### config.mk
export PLATFORM = sky130hd
export DESIGN_NAME = slice_extend_arbiter
export DESIGN_NICKNAME = d
export VERILOG_FILES = /design/src/rtl/slice_extend_arbiter.sv
export SDC_FILE = /design/constraint.sdc
export NUM_CORES = 1
export LEC_CHECK = 0
export BUFFER_PORTS_ARGS = -buffer_cell sky130_fd_sc_hd__buf_2
export CORE_MARGIN = 4
export CORE_UTILIZATION = 45
export DETAILED_ROUTE_END_ITERATION = 8
export GPL_TIMING_DRIVEN = 0
export PLACE_DENSITY = 0.73
export SLEW_MARGIN = 20
export SYNTH_ARGS = -nofsm -noshare
export SYNTH_HDL_FRONTEND = slang
export SYNTH_SLANG_ARGS = --single-unit
### constraint.sdc
create_clock -name clk -period 2.99 [get_ports clk]
set_input_delay 0.299 -clock clk [delete_from_list [all_inputs] [get_ports clk]]
set_output_delay 0.299 -clock clk [all_outputs]
set_load 0.005 [all_outputs]
### src/rtl/slice_extend_arbiter.sv
// slice_extend_arbiter: two-requester round-robin bit-field extract and sign/zero extend with a registered valid/ready result
module slice_extend_arbiter #(
  parameter int WIDTH     = 8,
  parameter int OUT_WIDTH = 8,
  parameter int LSB_W     = $clog2(WIDTH),
  parameter int LEN_W     = $clog2(WIDTH) + 1
) (
  input  logic                 clk,
  input  logic                 rst_n,
  input  logic                 req0_valid,
  output logic                 req0_ready,
  input  logic [WIDTH-1:0]     req0_data,
  input  logic [LSB_W-1:0]     req0_lsb,
  input  logic [LEN_W-1:0]     req0_len,
  input  logic                 req0_signed,
  input  logic                 req1_valid,
  output logic                 req1_ready,
  input  logic [WIDTH-1:0]     req1_data,
  input  logic [LSB_W-1:0]     req1_lsb,
  input  logic [LEN_W-1:0]     req1_len,
  input  logic                 req1_signed,
  output logic                 res_valid,
  input  logic                 res_ready,
  output logic [OUT_WIDTH-1:0] res_data,
  output logic                 res_src,
  output logic                 res_err
);
  localparam int EW = (OUT_WIDTH > WIDTH + 1) ? OUT_WIDTH : WIDTH + 1;
  localparam logic [WIDTH:0] ONE = 1;
  logic ptr, can_load, gnt0, gnt1, sgn, neg, illegal;
  logic [WIDTH-1:0] data;
  logic [LSB_W-1:0] lsb;
  logic [LEN_W-1:0] len;
  logic [WIDTH:0] shifted, mask, field, top;
  logic [EW-1:0] ext;
  logic [OUT_WIDTH-1:0] next_data;
  // Grant one requester per cycle; the pointer breaks ties, readies stay low during reset
  always_comb begin
    can_load   = !res_valid || res_ready;
    gnt0       = rst_n && can_load && req0_valid && (!req1_valid || !ptr);
    gnt1       = rst_n && can_load && req1_valid && (!req0_valid || ptr);
    req0_ready = gnt0;
    req1_ready = gnt1;
  end
  // Extract the granted field at WIDTH+1 bits, then extend or truncate to OUT_WIDTH
  always_comb begin
    data      = gnt1 ? req1_data : req0_data;
    lsb       = gnt1 ? req1_lsb : req0_lsb;
    len       = gnt1 ? req1_len : req0_len;
    sgn       = gnt1 ? req1_signed : req0_signed;
    illegal   = (len == '0) || ((LEN_W+1)'(lsb) + (LEN_W+1)'(len) > (LEN_W+1)'(WIDTH));
    shifted   = {1'b0, data} >> lsb;
    mask      = (ONE << len) - ONE;
    field     = shifted & mask;
    top       = mask ^ (mask >> 1);
    neg       = sgn && |(field & top);
    ext       = EW'(field) | (neg ? ~EW'(mask) : '0);
    next_data = illegal ? '0 : OUT_WIDTH'(ext);
  end
  // Result register: load on grant, drain on consumer take, hold otherwise
  always_ff @(posedge clk or negedge rst_n) begin
    if (!rst_n) begin
      res_valid <= 1'b0;
      res_data  <= '0;
      res_src   <= 1'b0;
      res_err   <= 1'b0;
      ptr       <= 1'b0;
    end else if (gnt0 || gnt1) begin
      res_valid <= 1'b1;
      res_data  <= next_data;
      res_src   <= gnt1;
      res_err   <= illegal;
      ptr       <= gnt0;
    end else if (res_ready) begin
      res_valid <= 1'b0;
    end
  end
endmodule
-- After elaboration in Yosys (flattened, before gate mapping)
Index checks and enable logic that the tools add are counted.
- reductions and logical operators: 18
- mux-type cells: 8
- bitwise logic cells: 5
- $add $sub $neg: 2
- $lt $le $gt $ge: 1
- shifts and indexed selects: 2
- operators by type and width (kind ; count):
    2-to-1 mux 8 bit ; 3
    bitwise AND 9 bit ; 2
    OR reduction 9 bit ; 1
    left shift 1 x 4 -> 9 bit, first input constant ; 1
    >> shifter 8 x 3 -> 9 bit ; 1
    subtractor 9 x 1 -> 9 bit, second input constant ; 1
    bitwise XOR 9 x 8 -> 9 bit ; 1
    NOT 8 bit ; 1
    bitwise OR 8 bit ; 1
    logical AND 1 bit ; 6
    adder 3 x 4 -> 5 bit ; 1
    > comparator 5 x 4 -> 1 bit, second input constant ; 1
    logical OR 1 bit ; 5
    zero test 1 bit ; 4
    zero test 4 bit ; 1
    2-to-1 mux 4 bit ; 1
    2-to-1 mux 1 bit ; 3
    2-to-1 mux 3 bit ; 1
    nonzero test 2 bit ; 1
- word-level logic and storage cells: 41
- input port bits: 37
- bits in registers: 12

-- Depth between registers and ports, before layout
Gate-level depths: netlist of run 1.
- word-level depth: 15
- gate-level depth with buffers: 16
- gate-level depth less buffers: 13

-- Worst setup path after synthesis of run 1
Ideal clock, no wire load.
- kind: reg2reg
- start: register res_valid
- end: register res_data[2]
- slack: -259 ps
- clock period less this slack: 3249 ps
- setup time: 90 ps
- required time: 2900 ps
- stages on the path, launching flop included: 17
- arrival: 3159 ps
- path buffers: 3
- cells stage by stage: dfrtp_1 nand2b_4 nand4_4 buf_6 buf_4 nor2_1 a31oi_1 ha_1 clkbuf_1 or3_1 a21oi_1 mux2i_1 o21ai_1 o2bb2ai_1 mux2_2 a311o_2 o221ai_1
- cells in the longest elaborated chain, start to end: 15
- ends and longest elaborated chain (element ; line ; RTL):
    start, declared ; 22 ; output logic res_valid,
    start signal, assigned ; 63 ; res_valid <= 1'b0;
    start signal, assigned ; 69 ; res_valid <= 1'b1;
    start signal, assigned ; 75 ; res_valid <= 1'b0;
    zero test 1 bit (*) ; 39 ; can_load = !res_valid || res_ready;
    logical OR 1 bit (*) ; 39 ;
    logical AND 1 bit (*) ; 40, 41 ;
    logical AND 1 bit (2 in series) ; 41 ; gnt1 = rst_n && can_load && req1_valid && (!req0_valid || ptr);
    2-to-1 mux 4 bit ; 49 ; len = gnt1 ? req1_len : req0_len;
    left shift 1 x 4 -> 9 bit ; 53 ; mask = (ONE << len) - ONE;
    subtractor 9 x 1 -> 9 bit ; 53 ;
    bitwise AND 9 bit / bitwise XOR 9 x 8 -> 9 bit (equally long branches) ; 54, 55 ;
    bitwise AND 9 bit ; 56 ; neg = sgn && |(field & top);
    OR reduction 9 bit ; 56 ;
    logical AND 1 bit ; 56 ;
    2-to-1 mux 8 bit ; 57 ; ext = EW'(field) | (neg ? ~EW'(mask) : '0);
    bitwise OR 8 bit ; 57 ;
    2-to-1 mux 8 bit ; 58 ; next_data = illegal ? '0 : OUT_WIDTH'(ext);
    end signal, assigned ; 70 ; res_data <= next_data;
    end, declared ; 24 ; output logic [OUT_WIDTH-1:0] res_data,
Every way passes the cells marked *; elsewhere a longest branch is shown, timed or not.
A chain may end at the register's enable or synchronous reset.

-- Final worst setup path of run 1
- start: input req1_len[3]
- end: register res_data[6]
- cells in the longest elaborated chain, start to end: 10
- ends and longest elaborated chain (element ; line ; RTL):
    start, declared ; 20 ; input logic [LEN_W-1:0] req1_len,
    2-to-1 mux 4 bit (*) ; 49 ;
    left shift 1 x 4 -> 9 bit ; 53 ;
    subtractor 9 x 1 -> 9 bit ; 53 ;
    bitwise AND 9 bit / bitwise XOR 9 x 8 -> 9 bit (equally long branches) ; 54, 55 ;
    bitwise AND 9 bit ; 56 ;
    OR reduction 9 bit ; 56 ;
    logical AND 1 bit ; 56 ;
    2-to-1 mux 8 bit ; 57 ;
    bitwise OR 8 bit ; 57 ;
    2-to-1 mux 8 bit (*) ; 58 ;
Marked as above.

==> summary.md, run 1 <==
| Metric | Value |
|---|---|
| Diodes inserted | `0` |
| Flops & latches, synth | `12` |
| Worst Max-Slew Pin Slew | `0.598 ns` |
| CTS tree | `built` |
| Cells after DPL | `309` |
| Drt wl/cell | `16.1 µm` |
| Largest net degree at the start of global routing | `13` |
| Worst setup path start | `req1_len[3]` |
| Root buffer cell | `clkbuf_8` |
| Syn avg cell area | `8.16 µm²` |
| Period minus WS final | `3.08 ns` |
| Std-Cell Rows | `22` |
| CTS max path bufs | `2` |
| Finished Cell Area | `2290 µm²` |
| Worst setup EP type | `flip-flop` |
| Outcome | `finished with violations` |
| R2r startpoint | `res_valid` |
| Full die area | `5000 µm²` |
| CP max stage delay | `0.51 ns` |
| Worst clock skew | `0.00274 ns` |
| Routed wire length | `5.19 mm` |
| Initial core utilization | `0.473` |
| DP Area | `2090 µm²` |
| Drc violations | `0` |
| Nets | `316` |
| Syn_nets | `257` |
| Total track usage | `0.196` |
| Post-synth EDFFs | `0` |
| Top cell by count, worst path | `buf_2` |
| Die Width | `70.7 µm` |
| Total global routing overflow | `0` |
| Layout cells sized above 1 | `0.353` |
| Post-synthesis cell count | `217` |
| Starting DRT DRC Count | `152` |
| Hold Path Origin | `req0_valid` |
| Vias/cell | `5.88` |
| Maxcap violations | `0` |
| Worst EP arrival | `3.23 ns` |
| Slowest stage cell, crit path | `or4_4` |
| Commonest cells after routing, fill and taps aside | `48 x buf_2, 25 x nand2_1, 24 x mux2i_1` |
| Initial antenna violation count | `0` |
| Startpoint types | `primary input` |
| Count of cell types in the netlist | `52` |
| CP top delay family | `compound AO/OA/AOI/OAI gates` |
| RePlAce Congestion | `0.845` |
| Top_reg_cell synth | `dfrtp_1` |
| # port buffers | `44` |
| F_max | `0.325 GHz` |
| Core area | `3740 µm²` |
| Fin. max-slew vios | `0` |
| Die span in y | `70.7 µm` |
| Max VDD drop | `0.000159 V` |
| TritonCTS Sinks | `12` |
| Fin cells | `323` |
| CP Max Fanout | `10` |
| HPWL after DPL | `3.99 mm` |
| Asr flop ratio synth | `1.00` |
| Hold WS | `0.449 ns` |
| Failing checks | `setup timing` |
| Hold crit path type | `primary input to flip-flop` |
| Routed via count | `1900` |
| Remaining antenna violation count after routing | `0` |
| Inserted Clock Buffers | `3` |
| Pre-CTS setup slack | `-0.749 ns` |
| Synth Cell Area | `1770 µm²` |
| Lkg Pwr | `1.06 nW` |
| Syn. warnings | `0` |
| Pwr Density | `373 nW/µm²` |
| First-pass GRT wire length | `8.21 mm` |
| WP buf/inv | `2` |
| Worst slew margin | `0.600` |
| Final setup viols | `7` |
| Worst path cell trace | `buf_2 -> buf_2 -> or4_4 -> nor2_4 -> a31oi_4 -> ha_4 -> or3_1 -> a21oi_1 -> mux2i_1 -> o21ai_1 -> o2bb2ai_2 -> mux2_4 -> a311o_2 -> o211ai_1` |
| H-tree depth | `1` |
| Final period util | `1.03` |
| Worst setup margin | `-0.0883 ns` |
| Critical Path RT | `3.14 ns` |
| Worst skew pair latency | `0.24 ns` |
| Fin. Hold Viols | `0` |
| Sequential share of the synthesized area | `0.169` |
| Layout area overhead | `29.2%` |
| Most common cell after layout, fill and taps aside | `buf_2` |
| Clk pin slew, worst setup/hold paths | `0.05 ns` |
| Vias in the first global route | `1749` |
| RSZ-0062 raised after global routing | `yes` |
| Router iterations before antenna repair | `4` |
| I/O Pins | `50` |
| Setup CP Type | `primary input to flip-flop` |
| Register-to-Register Setup Slack | `-0.08 ns` |
cell families (layout without fill, tap and decap cells):
group / count (synthesis) / count (layout) / synth area share
AOI/OAI and AO/OA: 51 / 51 / 0.213
xor gates and xnor gates: 5 / 5 / 0.0247
adders and majority gates: 3 / 3 / 0.0212
buffers and inverters: 26 / 84 / 0.0742
DFF: 12 / 12 / 0.169
muxes: 36 / 36 / 0.249
and+or+nand+nor: 84 / 84 / 0.249
power by group:
group | leakage (nW) | switching (W) | total (W) | internal [W]
logic | 0.877 | 0.000233 | 0.000451 | 0.000217
clock network | 0.0288 | 0.0000588 | 0.000175 | 0.000116
registers | 0.153 | 0.0000222 | 0.000228 | 0.000206
state kept, by name, indices dropped and copies added, names as in the netlist:
register   count
res_data       8
ptr            1
res_err        1
res_src        1
res_valid      1
final timing paths:
| check | endpoint | depth (start not counted) |
|---|---|---|
| worst max-delay path | res_data[6] | 14 |
| worst min-delay path | ptr | 3 |
| worst max register to register | res_data[6] | 15 |
| worst min register to register | res_src | 2 |
| max in group asynchronous | res_data[0] | 2 |
| min in group asynchronous | res_data[7] | 2 |
worst reg2reg max path, delay by kind of cell (launching register included):
| kind | cells | cell delay (ns) |
|---|---|---|
| AOI/OAI and AO/OA | 6 | 1.07 |
| DFF | 1 | 0.40 |
| muxes | 2 | 0.44 |
| and+or+nand+nor | 4 | 0.63 |
| buffers and inverters | 2 | 0.28 |
| adders and majority gates | 1 | 0.19 |
cells in the mapped netlist (3+ instances only):
| master | count | share of area |
|---|---|---|
| or3_1 | 4 | 0.014 |
| a41oi_1 | 3 | 0.015 |
| mux2_2 | 5 | 0.032 |
| dfrtp_1 | 12 | 0.17 |
| buf_2 | 4 | 0.011 |
| o221ai_1 | 5 | 0.025 |
| nor2_1 | 22 | 0.047 |
| inv_1 | 7 | 0.015 |
| o211ai_1 | 3 | 0.013 |
| a21oi_1 | 10 | 0.028 |
| o21ai_0 | 6 | 0.017 |
| xnor2_1 | 3 | 0.015 |
| clkbuf_1 | 9 | 0.019 |
| mux2i_1 | 25 | 0.14 |
| nor4b_1 | 4 | 0.020 |
| mux4_2 | 6 | 0.076 |
| ha_1 | 3 | 0.021 |
| nor3_1 | 6 | 0.017 |
| buf_4 | 3 | 0.013 |
| nand3_1 | 7 | 0.020 |
| nand2_1 | 25 | 0.053 |
layer usage:
layer	wire, µm	GRT usage	part of all wire	up-vias
met5	0	0	0	-
met3	387	0.0256	0.075	4
li1	-	-	-	936
met1	2330	0.276	0.45	886
met4	15	0.0209	0.0029	0
met2	2450	0.333	0.47	74
metrics by stage:
stage,setup TNS [ns],utilization,total power [W]
final,-0.468,0.612,0.000854
after floorplan,-1.31,-,0.000504
after global placement,-4.96,0.558,0.000633
after global routing,-1.11,0.612,0.000911
after detailed placement,-4.99,0.558,0.000638
after CTS,-0.511,0.601,0.000847
timing repair:
item | 4_1_cts | 5_1_grt
hold buffers | 1 | 0
hold endpoints to repair | 12 | 0
resized for setup | 11 | 6
endpoints found under the setup margin | 7 | 7
pin swaps | 7 | 0
setup buffers | 9 | 1
cell type report:
type / instances / area [µm²]
plain buffers: 17 / 128
clock buffers: 4 / 55.1
fillers: 363 / 1450
inverters: 8 / 32.5
multi-input cells: 179 / 1410
flip-flops and latches: 12 / 300
well taps: 48 / 60.1
repair buffers: 55 / 309
Note: power is estimated with default switching activity, not from simulation.
==> inputs of run 2 (changes only) <==
--- a/config.mk
+++ b/config.mk
@@ -7,10 +7,10 @@
 export LEC_CHECK = 0
 export BUFFER_PORTS_ARGS = -buffer_cell sky130_fd_sc_hd__buf_2
 export CORE_MARGIN = 4
-export CORE_UTILIZATION = 45
+export CORE_UTILIZATION = 48
 export DETAILED_ROUTE_END_ITERATION = 8
 export GPL_TIMING_DRIVEN = 0
-export PLACE_DENSITY = 0.73
+export PLACE_DENSITY = 0.77
 export SLEW_MARGIN = 20
 export SYNTH_ARGS = -nofsm -noshare
 export SYNTH_HDL_FRONTEND = slang
==> run 2 against run 1 <==
Compared with the run above: the run still ends with setup timing left; die area is 5.5% lower; sequential share of layout area shrank 0.23 points; register-to-register slack worse by 0.04 ns; clock power is essentially flat; critical endpoint unchanged; highest routed layer unchanged.
==> summary.md, run 2 (synthesized netlist as in run 1, its figures left out) <==
| Metric | Value |
|---|---|
| Outcome | `finished with violations` |
| Routed wire length | `5.18 mm (-0.13%)` |
| Worst R2R End | `res_data[6]` |
| Fin. Hold Viols | `0 (unchanged)` |
| Total track usage | `0.236 (+0.0394)` |
| Die span in y | `68.8 µm (-2.8%)` |
| Max FFs per register | `8 (unchanged)` |
| First-pass GRT wire length | `8.62 mm (+5.0%)` |
| Worst setup EP type | `flip-flop` |
| Full die area | `4730 µm² (-5.5%)` |
| H-tree depth | `1 (unchanged)` |
| Final setup viols | `7 (unchanged)` |
| DP Area | `2090 µm² (-0.12%)` |
| Vias in the first global route | `1854 (+6.0%)` |
| RePlAce Congestion | `0.875 (+3.5%)` |
| I/O Pins | `50 (unchanged)` |
| Net Switching | `0.000322 W (+2.3%)` |
| Period minus WS final | `3.11 ns (+0.0284 ns)` |
| Busiest grt layer | `met2` |
| Drc violations | `0 (unchanged)` |
| Commonest cells after routing, fill and taps aside | `47 x buf_2, 25 x nand2_1, 24 x mux2i_1` |
| Final period util | `1.04 (+0.00950)` |
| Worst slew margin | `0.631 (+0.0312)` |
| Root buffer cell | `clkbuf_8` |
| RSZ-0062 raised after global routing | `yes` |
| Clk pin slew, worst setup/hold paths | `0.05 ns (about the same)` |
| WHS Path Cells | `3 (unchanged)` |
| Layout cells sized above 1 | `0.375 (+0.0218)` |
| Worst Max-Slew Pin Slew | `0.552 ns (-0.0467 ns)` |
| WHS Endpoint | `ptr` |
| Max VDD drop | `0.000210 V (+32%)` |
| Worst skew pair latency | `0.24 ns (about the same)` |
| TritonCTS Sinks | `12 (unchanged)` |
| GRT met3 Usage | `0.0486 (+0.0231)` |
| Worst setup margin | `-0.117 ns (-0.0284 ns)` |
| Nets | `316 (unchanged)` |
| Cells after DPL | `307 (-0.65%)` |
| Register-to-Register Setup Slack | `-0.12 ns (-0.04 ns)` |
| Vias/cell | `6.06 (+3.1%)` |
| Remaining antenna violation count after routing | `0 (unchanged)` |
| Largest net degree at the start of global routing | `13 (unchanged)` |
| Maxcap violations | `0 (unchanged)` |
| HPWL after DPL | `3.97 mm (-0.58%)` |
| Starting DRT DRC Count | `172 (+13%)` |
| Initial core utilization | `0.515 (+0.0415)` |
| Critical Path RT | `3.14 ns (about the same)` |
| Combinational share of power | `0.537 (+0.009)` |
| Met1 Use GR | `0.318 (+0.0414)` |
| Fin cells | `321 (-0.62%)` |
| Worst setup path start | `res_valid` |
| Router iterations before antenna repair | `4 (unchanged)` |
| Worst path cell trace | `nand2b_4 -> nand4_4 -> buf_8 -> buf_6 -> mux2i_4 -> ha_4 -> or3_1 -> a21oi_1 -> mux2i_1 -> o21ai_1 -> o2bb2ai_2 -> mux2_4 -> a311o_2 -> o211ai_1` |
| P_int | `0.000547 W (+1.4%)` |
| Most flop-heavy register | `res_data` |
| # port buffers | `44 (unchanged)` |
| Routed via count | `1946 (+2.4%)` |
| Setup CP Type | `flip-flop to flip-flop` |
| Hold crit path type | `primary input to flip-flop` |
| Fin. max-slew vios | `0 (unchanged)` |
| Hold WS | `0.450 ns (+0.000646 ns)` |
| Hold Path Origin | `req0_valid` |
| CP Max Fanout | `7 (-3)` |
| Worst clock skew | `0.00304 ns (+0.000298 ns)` |
| Initial antenna violation count | `0 (unchanged)` |
| Startpoint types | `flip-flop` |
| Sw Ratio | `0.370 (+0.00204)` |
| Inserted Clock Buffers | `3 (unchanged)` |
| Finished Cell Area | `2330 µm² (+1.7%)` |
| F_max | `0.322 GHz (-0.91%)` |
| Diodes inserted | `0 (unchanged)` |
| Layout area overhead | `31.5%` |
| Core area | `3440 µm² (-8.1%)` |
| Total global routing overflow | `0 (unchanged)` |
| Std-Cell Rows | `21 (-4.5%)` |
| Overall power | `0.000869 W (+1.7%)` |
| Failing checks | `setup timing` |
| GRT met2 Usage | `0.399 (+0.0666)` |
| CTS tree | `built` |
| Clock Power Share | `0.199 (-0.006)` |
| Die Width | `68.8 µm (-2.8%)` |
| CP max stage delay | `0.41 ns (-0.10 ns)` |
| Most common cell after layout, fill and taps aside | `buf_2` |
| CTS max path bufs | `2 (unchanged)` |
| Worst EP arrival | `3.26 ns (+0.03 ns)` |
| Lkg Pwr | `1.07 nW (+0.58%)` |
| Pwr Density | `373 nW/µm² (about the same)` |
| Sequential Power Share | `0.264 (-0.003)` |
| Drt wl/cell | `16.1 µm (+0.49%)` |
| Reg2reg path depth | `14 (-1)` |
| R2r startpoint | `res_valid` |
| Slowest stage cell, crit path | `a311o_2` |
==> run 2: cell types whose count changed in the layout (fill, tap and decap cells not counted), sizes merged <==
cell,before,now
buf,64,63
clkbuf,11,12
==> run 2: timing repair <==
item | CTS | global route
endpoints found under the setup margin | 7 | 7
hold buffers | 1 | 0
buffers inserted | 8 | 2
resized for setup | 16 | 10
endpoints found under the hold margin | 12 | 0
pin swaps | 7 | 8
==> run 2: metrics by stage <==
stage	setup slack [ns]	setup TNS, ns	utilization
2_1_floorplan	-0.211	-1.31	-
3_3_place_gp	-0.696	-4.71	0.606
3_5_place_dp	-0.729	-4.88	0.606
4_1_cts	-0.0904	-0.554	0.658
5_1_grt	-0.265	-1.53	0.677
6_report	-0.117	-0.625	0.677
==> run 2: power groups by stage <==
| stage | Sequential, W | Clock, W | Combinational, W |
|---|---|---|---|
| floorplan | 0.000235 | 0 | 0.000268 |
| global placement | 0.000230 | 0 | 0.000401 |
| detailed placement | 0.000233 | 0 | 0.000405 |
| CTS | 0.000229 | 0.000174 | 0.000443 |
| global route | 0.000233 | 0.000183 | 0.000511 |
| finish | 0.000229 | 0.000173 | 0.000466 |
==> run 2: final cells by class <==
class	count	area (µm²)
Buffer	17	134
Clock buffer	4	55.1
Fill cell	303	1110
Inverter	8	35.0
Multi-Input combinational cell	179	1440
Sequential cell	12	300
Tap cell	46	57.6
Timing Repair Buffer	55	313
==> run 2: critical path: cells and delay by family, from the launching register on <==
| family | cells | cell delay (ns) |
|---|---|---|
| adders and majority gates | 1 | 0.19 |
| AOI/OAI and AO/OA | 5 | 1.01 |
| buffers and inverters | 2 | 0.26 |
| DFF | 1 | 0.40 |
| and+or+nand+nor | 3 | 0.53 |
| muxes | 3 | 0.63 |
==> run 2: how the worst max path moves through the flow <==
stage	to	slack [ns]	depth (start not counted)
6_report	res_data[6]	-0.12	14
4_1_cts	res_data[6]	-0.09	14
2_1_floorplan	res_data[6]	-0.21	16
3_5_place_dp	res_data[3]	-0.73	16
3_3_place_gp	res_data[3]	-0.70	16
5_1_grt	res_data[6]	-0.26	14
==> run 2: per-layer routing <==
layer,vias up,wire length (µm)
met5,-,0
met2,80,2510
met4,0,29
met1,916,2240
li1,944,-
met3,6,400
